$ cat src/rtl/div_unit_iter.sv
// Iterative radix-2 restoring divider for DIV/DIVU: one quotient bit per clock,
// start/busy/done handshake, sign fix-up and divide-by-zero handling in a final cycle.
module div_unit_iter #(
  parameter int unsigned DATA_WIDTH = 32
) (
  input  logic                  iClk,
  input  logic                  iRst_n,
  input  logic                  iStart,
  input  logic                  iSigned,
  input  logic [DATA_WIDTH-1:0] iDividend,
  input  logic [DATA_WIDTH-1:0] iDivisor,
  output logic                  oBusy,
  output logic                  oDone,
  output logic [DATA_WIDTH-1:0] oQuotient,
  output logic [DATA_WIDTH-1:0] oRemainder,
  output logic                  oDivZero
);

  localparam int unsigned W  = DATA_WIDTH;
  localparam int unsigned CW = $clog2(DATA_WIDTH) + 1;

  typedef enum logic [1:0] {
    IDLE = 2'd0,
    RUN  = 2'd1,
    FIX  = 2'd2
  } state_t;

  state_t         state, state_nxt;
  logic [W-1:0]   dvd_raw;
  logic [W-1:0]   dvs_mag;
  logic [W-1:0]   rem;
  logic [W-1:0]   quo;
  logic [CW-1:0]  cnt;
  logic           q_neg;
  logic           r_neg;
  logic           dz;

  logic [W:0]     sh;
  logic [W+1:0]   diff;
  logic           borrow;
  logic [W-1:0]   rem_nxt;
  logic [W-1:0]   dvd_mag;
  logic [W-1:0]   dvs_mag_in;

  assign dvd_mag    = (iSigned && iDividend[W-1]) ? (~iDividend + W'(1)) : iDividend;
  assign dvs_mag_in = (iSigned && iDivisor[W-1])  ? (~iDivisor  + W'(1)) : iDivisor;

  // Shifted partial remainder needs W+1 bits; the extra borrow bit decides restore.
  always_comb begin
    sh      = {rem, quo[W-1]};
    diff    = {1'b0, sh} - {2'b00, dvs_mag};
    borrow  = diff[W+1];
    rem_nxt = borrow ? sh[W-1:0] : diff[W-1:0];
  end

  always_ff @(posedge iClk or negedge iRst_n) begin
    if (!iRst_n) begin
      state <= IDLE;
    end else begin
      state <= state_nxt;
    end
  end

  always_comb begin
    state_nxt = state;
    case (state)
      IDLE: if (iStart) state_nxt = RUN;
      RUN:  if (cnt == CW'(W - 1)) state_nxt = FIX;
      FIX:  state_nxt = IDLE;
      default: state_nxt = IDLE;
    endcase
  end

  assign oBusy = (state != IDLE);

  always_ff @(posedge iClk or negedge iRst_n) begin
    if (!iRst_n) begin
      dvd_raw    <= '0;
      dvs_mag    <= '0;
      rem        <= '0;
      quo        <= '0;
      cnt        <= '0;
      q_neg      <= 1'b0;
      r_neg      <= 1'b0;
      dz         <= 1'b0;
      oDone      <= 1'b0;
      oQuotient  <= '0;
      oRemainder <= '0;
      oDivZero   <= 1'b0;
    end else begin
      oDone <= 1'b0;
      case (state)
        IDLE: begin
          if (iStart) begin
            dvd_raw <= iDividend;
            dvs_mag <= dvs_mag_in;
            quo     <= dvd_mag;
            rem     <= '0;
            cnt     <= '0;
            q_neg   <= iSigned & (iDividend[W-1] ^ iDivisor[W-1]);
            r_neg   <= iSigned & iDividend[W-1];
            dz      <= (iDivisor == '0);
          end
        end
        RUN: begin
          rem <= rem_nxt;
          quo <= {quo[W-2:0], ~borrow};
          cnt <= cnt + CW'(1);
        end
        FIX: begin
          // Divide-by-zero reports the raw dividend, bypassing sign correction.
          if (dz) begin
            oQuotient  <= '1;
            oRemainder <= dvd_raw;
          end else begin
            oQuotient  <= q_neg ? (~quo + W'(1)) : quo;
            oRemainder <= r_neg ? (~rem + W'(1)) : rem;
          end
          oDivZero <= dz;
          oDone    <= 1'b1;
        end
        default: ;
      endcase
    end
  end

endmodule

$ cat config.mk
export PLATFORM = sky130hd
export DESIGN_NAME = div_unit_iter
export DESIGN_NICKNAME = d
export VERILOG_FILES = /design/src/rtl/div_unit_iter.sv
export SDC_FILE = /design/constraint.sdc
export NUM_CORES = 1
export LEC_CHECK = 0
export ABC_CLOCK_PERIOD_IN_PS = 3850
export CAP_MARGIN = 20
export CORE_MARGIN = 2
export CORE_UTILIZATION = 65
export CTS_CLUSTER_DIAMETER = 40
export DETAILED_ROUTE_END_ITERATION = 8
export DONT_BUFFER_PORTS = 1
export PLACE_DENSITY = 0.81
export SYNTH_ARGS = -nofsm -noshare
export SYNTH_HDL_FRONTEND = slang
export SYNTH_SLANG_ARGS = --single-unit
$ cat constraint.sdc
create_clock -name iClk -period 3.85 [get_ports iClk]
set_input_delay 0.385 -clock iClk [delete_from_list [all_inputs] [get_ports iClk]]
set_output_delay 0.385 -clock iClk [all_outputs]
set_load 0.05 [all_outputs]
## Word level (Yosys, flattened, before mapping)

Cells that the tools add are included.
W data, S select, Z words.

| operators by class | value |
|---|---|
| muxes and demuxes | 17 |
| bitwise operators | 8 |
| add/subtract/negate cells | 6 |
| eq/ne operators | 5 |
| reduce and logical (&&, ||, !) cells | 9 |

Operators by type and width:

| cell | count |
|---|---|
| $mux W32 | 9 |
| $add A32 B1 Y32 const B | 4 |
| $not A32 Y32 | 4 |
| $pmux W32 S2 | 2 |
| $sub A33 B32 Y34 | 1 |
| $logic_not A32 Y1 | 1 |
| $pmux W6 S2 | 1 |
| $add A6 B1 Y6 const B | 1 |
| $eq A6 B5 Y1 const B | 1 |
| $mux W6 | 1 |
| $reduce_and A2 Y1 | 3 |
| $mux W2 | 2 |
| $ne A2 B2 Y1 const B | 2 |
| $pmux W2 S2 | 1 |
| $reduce_bool A2 Y1 | 2 |
| $and A1 B1 Y1 | 2 |
| $eq A2 B1 Y1 const B | 1 |
| $eq A2 B2 Y1 const B | 1 |
| $logic_and A1 B1 Y1 | 2 |
| $logic_not A2 Y1 | 1 |
| $mux W1 | 1 |
| $not A1 Y1 | 1 |
| $xor A1 B1 Y1 | 1 |

| word-level totals | value |
|---|---|
| logic and storage cells | 58 |
| input port bits | 68 |
| output and inout port bits | 67 |
| register bits | 205 |

## Longest topological paths before layout

| depth | value |
|---|---|
| depth after elaboration | 5 |
| gate-level depth with buffers | 14 |
| gate-level depth less buffers | 13 |

## Least setup slack after synthesis

OpenSTA, ideal clock, no wires.

| timing | value |
|---|---|
| path kind | register to register |
| from | reg rem[18] |
| to | reg rem[15] |
| buffers on the path | 2 |
| period minus slack after synthesis | 3.006 ns |
| library setup time | 0.087 ns |
| required time | 3.763 ns |
| cell stages (with the launch flop) | 12 |
| arrival time | 2.918 ns |
| slack | 0.844 ns |
| path through | dfrtp_1 > ha_1 > clkbuf_1 > nand4_1 > nor4_1 > inv_1 > o2111ai_1 > o211ai_1 > o21ai_1 > buf_2 > nand2_1 > o211ai_1 |

| on the way | value |
|---|---|
| longest elaborated chain between the ends | 3 |

Ends and longest elaborated chain:

| what | RTL line | RTL |
|---|---|---|
| start: declaration | 31 | `logic [W-1:0] rem;` |
| start signal: assignment | 106 | `rem <= rem_nxt;` |
| $sub A33 B32 Y34 | 51 | `diff = {1'b0, sh} - {2'b00, dvs_mag};` |
| $mux W32 | 53 | `rem_nxt = borrow ? sh[W-1:0] : diff[W-1:0];` |
| $pmux W32 S2 | 92 | `case (state)` |

Every way passes these cells.
A chain may end at the register's enable or synchronous reset.

## Worst setup path after layout

| timing | value |
|---|---|
| from | reg quo[31] |
| to | reg rem[30] |

| on the way | value |
|---|---|
| longest elaborated chain between the ends | 3 |

Ends and longest elaborated chain:

| what | RTL line | RTL |
|---|---|---|
| start: declaration | 32 | `logic [W-1:0] quo;` |
| start signal: assignment | 97 | `quo <= dvd_mag;` |
| start signal: assignment | 107 | `quo <= {quo[W-2:0], ~borrow};` |
| $sub A33 B32 Y34 | 51 |  |
| $mux W32 | 53 |  |
| $pmux W32 S2 | 92 |  |

Every way passes these cells.

==> results summary <==
Setup violations remaining at the end of the flow were counted as 0. The final count of pins violating max slew is 0. The net switching power is 4.748 mW. The count of flip-flops with a built-in enable after synthesis came out at 0. The leakage power is 5.973 nW. The proportion of power drawn by combinational gates is 44.3%.

Of all cell types, the one taking the most synthesized area is sky130_fd_sc_hd__dfrtp_1. The die footprint came out at 20310 um2. Yosys mapped the design onto 58 distinct sky130hd cell types. The number of warnings reported in the yosys synthesis log came out at 0. The number of top-level pins came out at 135. The prevailing post-synth register cell is sky130_fd_sc_hd__dfrtp_1. Summing the sequential cell areas from Yosys gives 41.14% of the chip area. Among the stages of the critical path, the cell type that occurs most often is sky130_fd_sc_hd__a21oi_1.

The die extent in y came out at 142.5 um. The part of the cycle the worst path needs is 85.21%. The mean routed wirelength per cell came out at 18.60 um. The longest clock path from root to sink contains 3 buffers. The maximum level of the CTS H-tree came out at 1. After layout, the minimum clock period comes to 3281 ps. The all-layer global routing usage is 32.39%. The number of nets with antenna violations after detailed routing is 0.

The number of hold buffers added after CTS is 33. The largest individual stage delay along the critical path comes from the cell sky130_fd_sc_hd__a221oi_1. The total nets after synthesis is 1597.

The wire length of the first global-routing pass came out at 53.26 mm. Across all hold checks on the routed design, the worst slack comes to -480.4 ps. The total CTS buffers is 28. The area added between synthesis and finish is 12.69%. The number of I/O port buffers is 0. The worst max-slew margin expressed relative to the limit came out at 33.18%. The power density over cell area is 820.2 nW/um2. The clock insertion delay at the later pin of the skew report is 560 ps. The clock network is responsible for 24.9% of the overall power.

The worst hold path belongs to the class in -> async. For this configuration, the core starts out at a cell density of 66.45%. The cell-internal power is 6.778 mW.

The number of inserted filler cells in the final layout is 1359. The first detailed-routing pass took 5 iterations. In this run the cell area measured after placement is 12660 um2.

The total vias in the final route is 10980. Across the VDD grid, the largest voltage drop is 402.3 uV. The number of nets in the finished design is 1601.

The largest clock skew in the final design came out at 24.80 ps. At the end of the flow the core is filled with cells to 74.88%. The worst setup path is launched from a register.

The post-synthesis sequential element count is 205. Yosys instantiated no cell more often than sky130_fd_sc_hd__nand2_1. By area the synthesized netlist is led by sky130_fd_sc_hd__dfrtp_1 41%, sky130_fd_sc_hd__nand2_1 7.4%, sky130_fd_sc_hd__o21ai_0 7.3%. TritonCTS built the clock tree. The combined area of all synthesized cells came out at 12470 um2.

Derived from the worst setup path, the maximum achievable clock frequency is 304.8 MHz. The initial detailed-routing violation count came out at 946. The layout cell share with drive strength beyond 1 is 6.065%. Buffers added to address setup during post-CTS repair amount to 0. Clock-pin slew was measured on the worst setup and hold paths at 60 ps. The repair_antennas step left the layout with diodes totalling 0. The data required time of the worst path came out at 4280 ps.

After the flow finishes, the layout carries non-filler instances totaling 1751. A synthesized cell averages 8.364 um2. The commonest cells after synthesis are 246 x sky130_fd_sc_hd__nand2_1, 205 x sky130_fd_sc_hd__dfrtp_1, 183 x sky130_fd_sc_hd__o21ai_0. The number of clock sinks is 205.

The depth of the most critical reg-to-reg path came out at 13. The slew at the pin with the worst max-slew slack is 1002 ps. The async set-reset flop share out of synthesis is 100.0%. The fraction of power consumed by sequential logic is 30.8%.

The switching share of power came out at 41.20%. Entering global routing, the biggest net connects 206 pins. The final design area excluding fillers is 14050 um2.

Broken down by cell family, the worst path's largest delay share belongs to compound AO/OA/AOI/OAI gates. Setup repair after global routing left no endpoint under its margin. The instance count after placement with tap cells included came out at 1666. The setup TNS is 0 ps. The setup path with the least slack is of type reg -> reg.

The x dimension of the die came out at 142.5 um. The critical path runs through a total of 13 cells. The DRC violation count after routing is 0. The final reports fail on negative hold slack. The number of buffers and inverters on the critical path is 2. The synthesized netlist cell count is 1491. The wire-length estimate of the detail-placed layout is 21.98 mm. The number of antenna violations at the first check in global routing came out at 0. The worst endpoint data arrival time came out at 3710 ps. The final-report hold violation count came out at 205. The via count of the first global-routing pass came out at 10660.

In the routed layout, each cell is associated on average with a via count of 6.271. The fraction of post-synthesis cell area in the top cell type by area is 41.14%. The critical-path maximum fanout came out at 5. The stage delay of the slowest cell on the critical path came out at 490 ps. The routed design has 32.57 mm of wire. The floorplan has 50 rows.

STA classifies the critical path endpoint as a register. The total overflow reported by the global router came out at 0. The total area inside the core boundary comes to 18770 um2. In this run the clock root is driven by a sky130_fd_sc_hd__clkbuf_16. The number of max-cap violations is 0. The run finished, with violations left. Routability-driven placement finished with a final weighted congestion of 0.9218. The signal on the critical path passes through inv_1 > ha_1 > inv_1 > fa_1 > a211oi_1 > nor2_1 > a21oi_1 > a21oi_1 > a221oi_1 > o31ai_1 > a21oi_1 > mux2i_1 > nand2_1.
per-stage QoR:
step / setup WS (ps) / power [mW]
6_report: 569.3 / 11.53
5_1_grt: 245.9 / 12.36
4_1_cts: 592.0 / 11.43
3_5_place_dp: 639.9 / 8.507
3_3_place_gp: 734.0 / 8.389
2_1_floorplan: 844.4 / 7.268
power by group through the flow:
stage	logic, mW	clock network, mW	registers (mW)
2_1_floorplan	3.96	0	3.31
3_3_place_gp	4.87	0	3.52
3_5_place_dp	4.96	0	3.55
4_1_cts	5.03	2.88	3.52
5_1_grt	5.72	3.00	3.64
6_report	5.11	2.86	3.56
final cells by class:
class | instances | area [um2] | area share, %
inverter | 53 | 198.9 | 1.416
clock buffer | 30 | 728.2 | 5.182
timing repair buffer | 54 | 500.5 | 3.561
tap | 234 | 292.8 | 2.083
multi-input combinational | 1153 | 6865 | 48.85
sequential | 205 | 5131 | 36.51
clock inverter | 22 | 336.6 | 2.395
flip-flops by register name, summed over array words and instances (netlist names), 2 cells and up:
signal / flops
rem: 32
quo: 32
state: 2
oRemainder: 32
cnt: 6
dvs_mag: 32
dvd_raw: 32
oQuotient: 32
kinds of logic (layout without fill, tap and decap cells):
group,after synthesis,after routing,share of synthesized area [%]
AOI/OAI and AO/OA,442,442,20.94
xor gates and xnor gates,141,141,9.903
adders and majority gates,38,38,3.873
buffers and inverters,133,159,4.013
DFF,205,205,41.14
muxes,19,19,1.525
and+or+nand+nor,513,513,18.61
worst paths after layout:
path	from	endpoint	slack [ps]
min in group iClk	iDividend[1]	dvd_raw[1]	10
max in group asynchronous	iRst_n	dz	4080
worst min register to register	dvd_raw[4]	dvd_raw[4]	480
worst max-delay path	quo[31]	rem[30]	570
worst max register to register	quo[31]	rem[30]	570
worst min-delay path	iRst_n	oDivZero	-480
layer usage:
layer / vias to the layer above / wire length [um] / GRT usage [%]
li1: 5251 / - / -
met1: 5183 / 13690 / 43.14
met2: 465 / 15470 / 53.85
met3: 81 / 2239 / 4.812
met4: 0 / 1173 / 12.25
met5: - / 0 / 0
what timing repair did:
item / in CTS / in global routing
hold endpoints to repair: 239 / 205
setup endpoints to repair: 0 / 0
resized for setup: 0 / 0
layout by cell type (no fill, tap or decap), types with 4 or more instances in the layout:
cell type and n:
sky130_fd_sc_hd__o31ai_1 26, sky130_fd_sc_hd__o211ai_1 9, sky130_fd_sc_hd__nor2_1 99, sky130_fd_sc_hd__bufinv_16 6, sky130_fd_sc_hd__a211oi_1 6, sky130_fd_sc_hd__o41ai_1 12, sky130_fd_sc_hd__nor3_1 23, sky130_fd_sc_hd__mux2i_1 19
sky130_fd_sc_hd__nand3_1 40, sky130_fd_sc_hd__a31oi_1 6, sky130_fd_sc_hd__clkinv_4 4, sky130_fd_sc_hd__a32oi_1 5, sky130_fd_sc_hd__nor2b_1 6, sky130_fd_sc_hd__nand2b_1 8, sky130_fd_sc_hd__dfrtp_1 204, sky130_fd_sc_hd__xnor2_1 69
sky130_fd_sc_hd__dlygate4sd3_1 33, sky130_fd_sc_hd__buf_4 20, sky130_fd_sc_hd__a21o_1 11, sky130_fd_sc_hd__clkinvlp_4 5, sky130_fd_sc_hd__nand3b_1 4, sky130_fd_sc_hd__a22oi_1 26, sky130_fd_sc_hd__nor4_1 13, sky130_fd_sc_hd__and2_1 5
sky130_fd_sc_hd__o21ai_0 183, sky130_fd_sc_hd__a21oi_1 122, sky130_fd_sc_hd__ha_1 37, sky130_fd_sc_hd__xor2_1 72, sky130_fd_sc_hd__or3_1 18, sky130_fd_sc_hd__o21bai_1 6, sky130_fd_sc_hd__and3_1 16, sky130_fd_sc_hd__o21a_1 5
sky130_fd_sc_hd__inv_1 53, sky130_fd_sc_hd__or4_1 10, sky130_fd_sc_hd__clkbuf_16 28, sky130_fd_sc_hd__nand2_1 245, sky130_fd_sc_hd__a221o_1 6, sky130_fd_sc_hd__nand4_1 8
(Power assumes the default switching activity.)
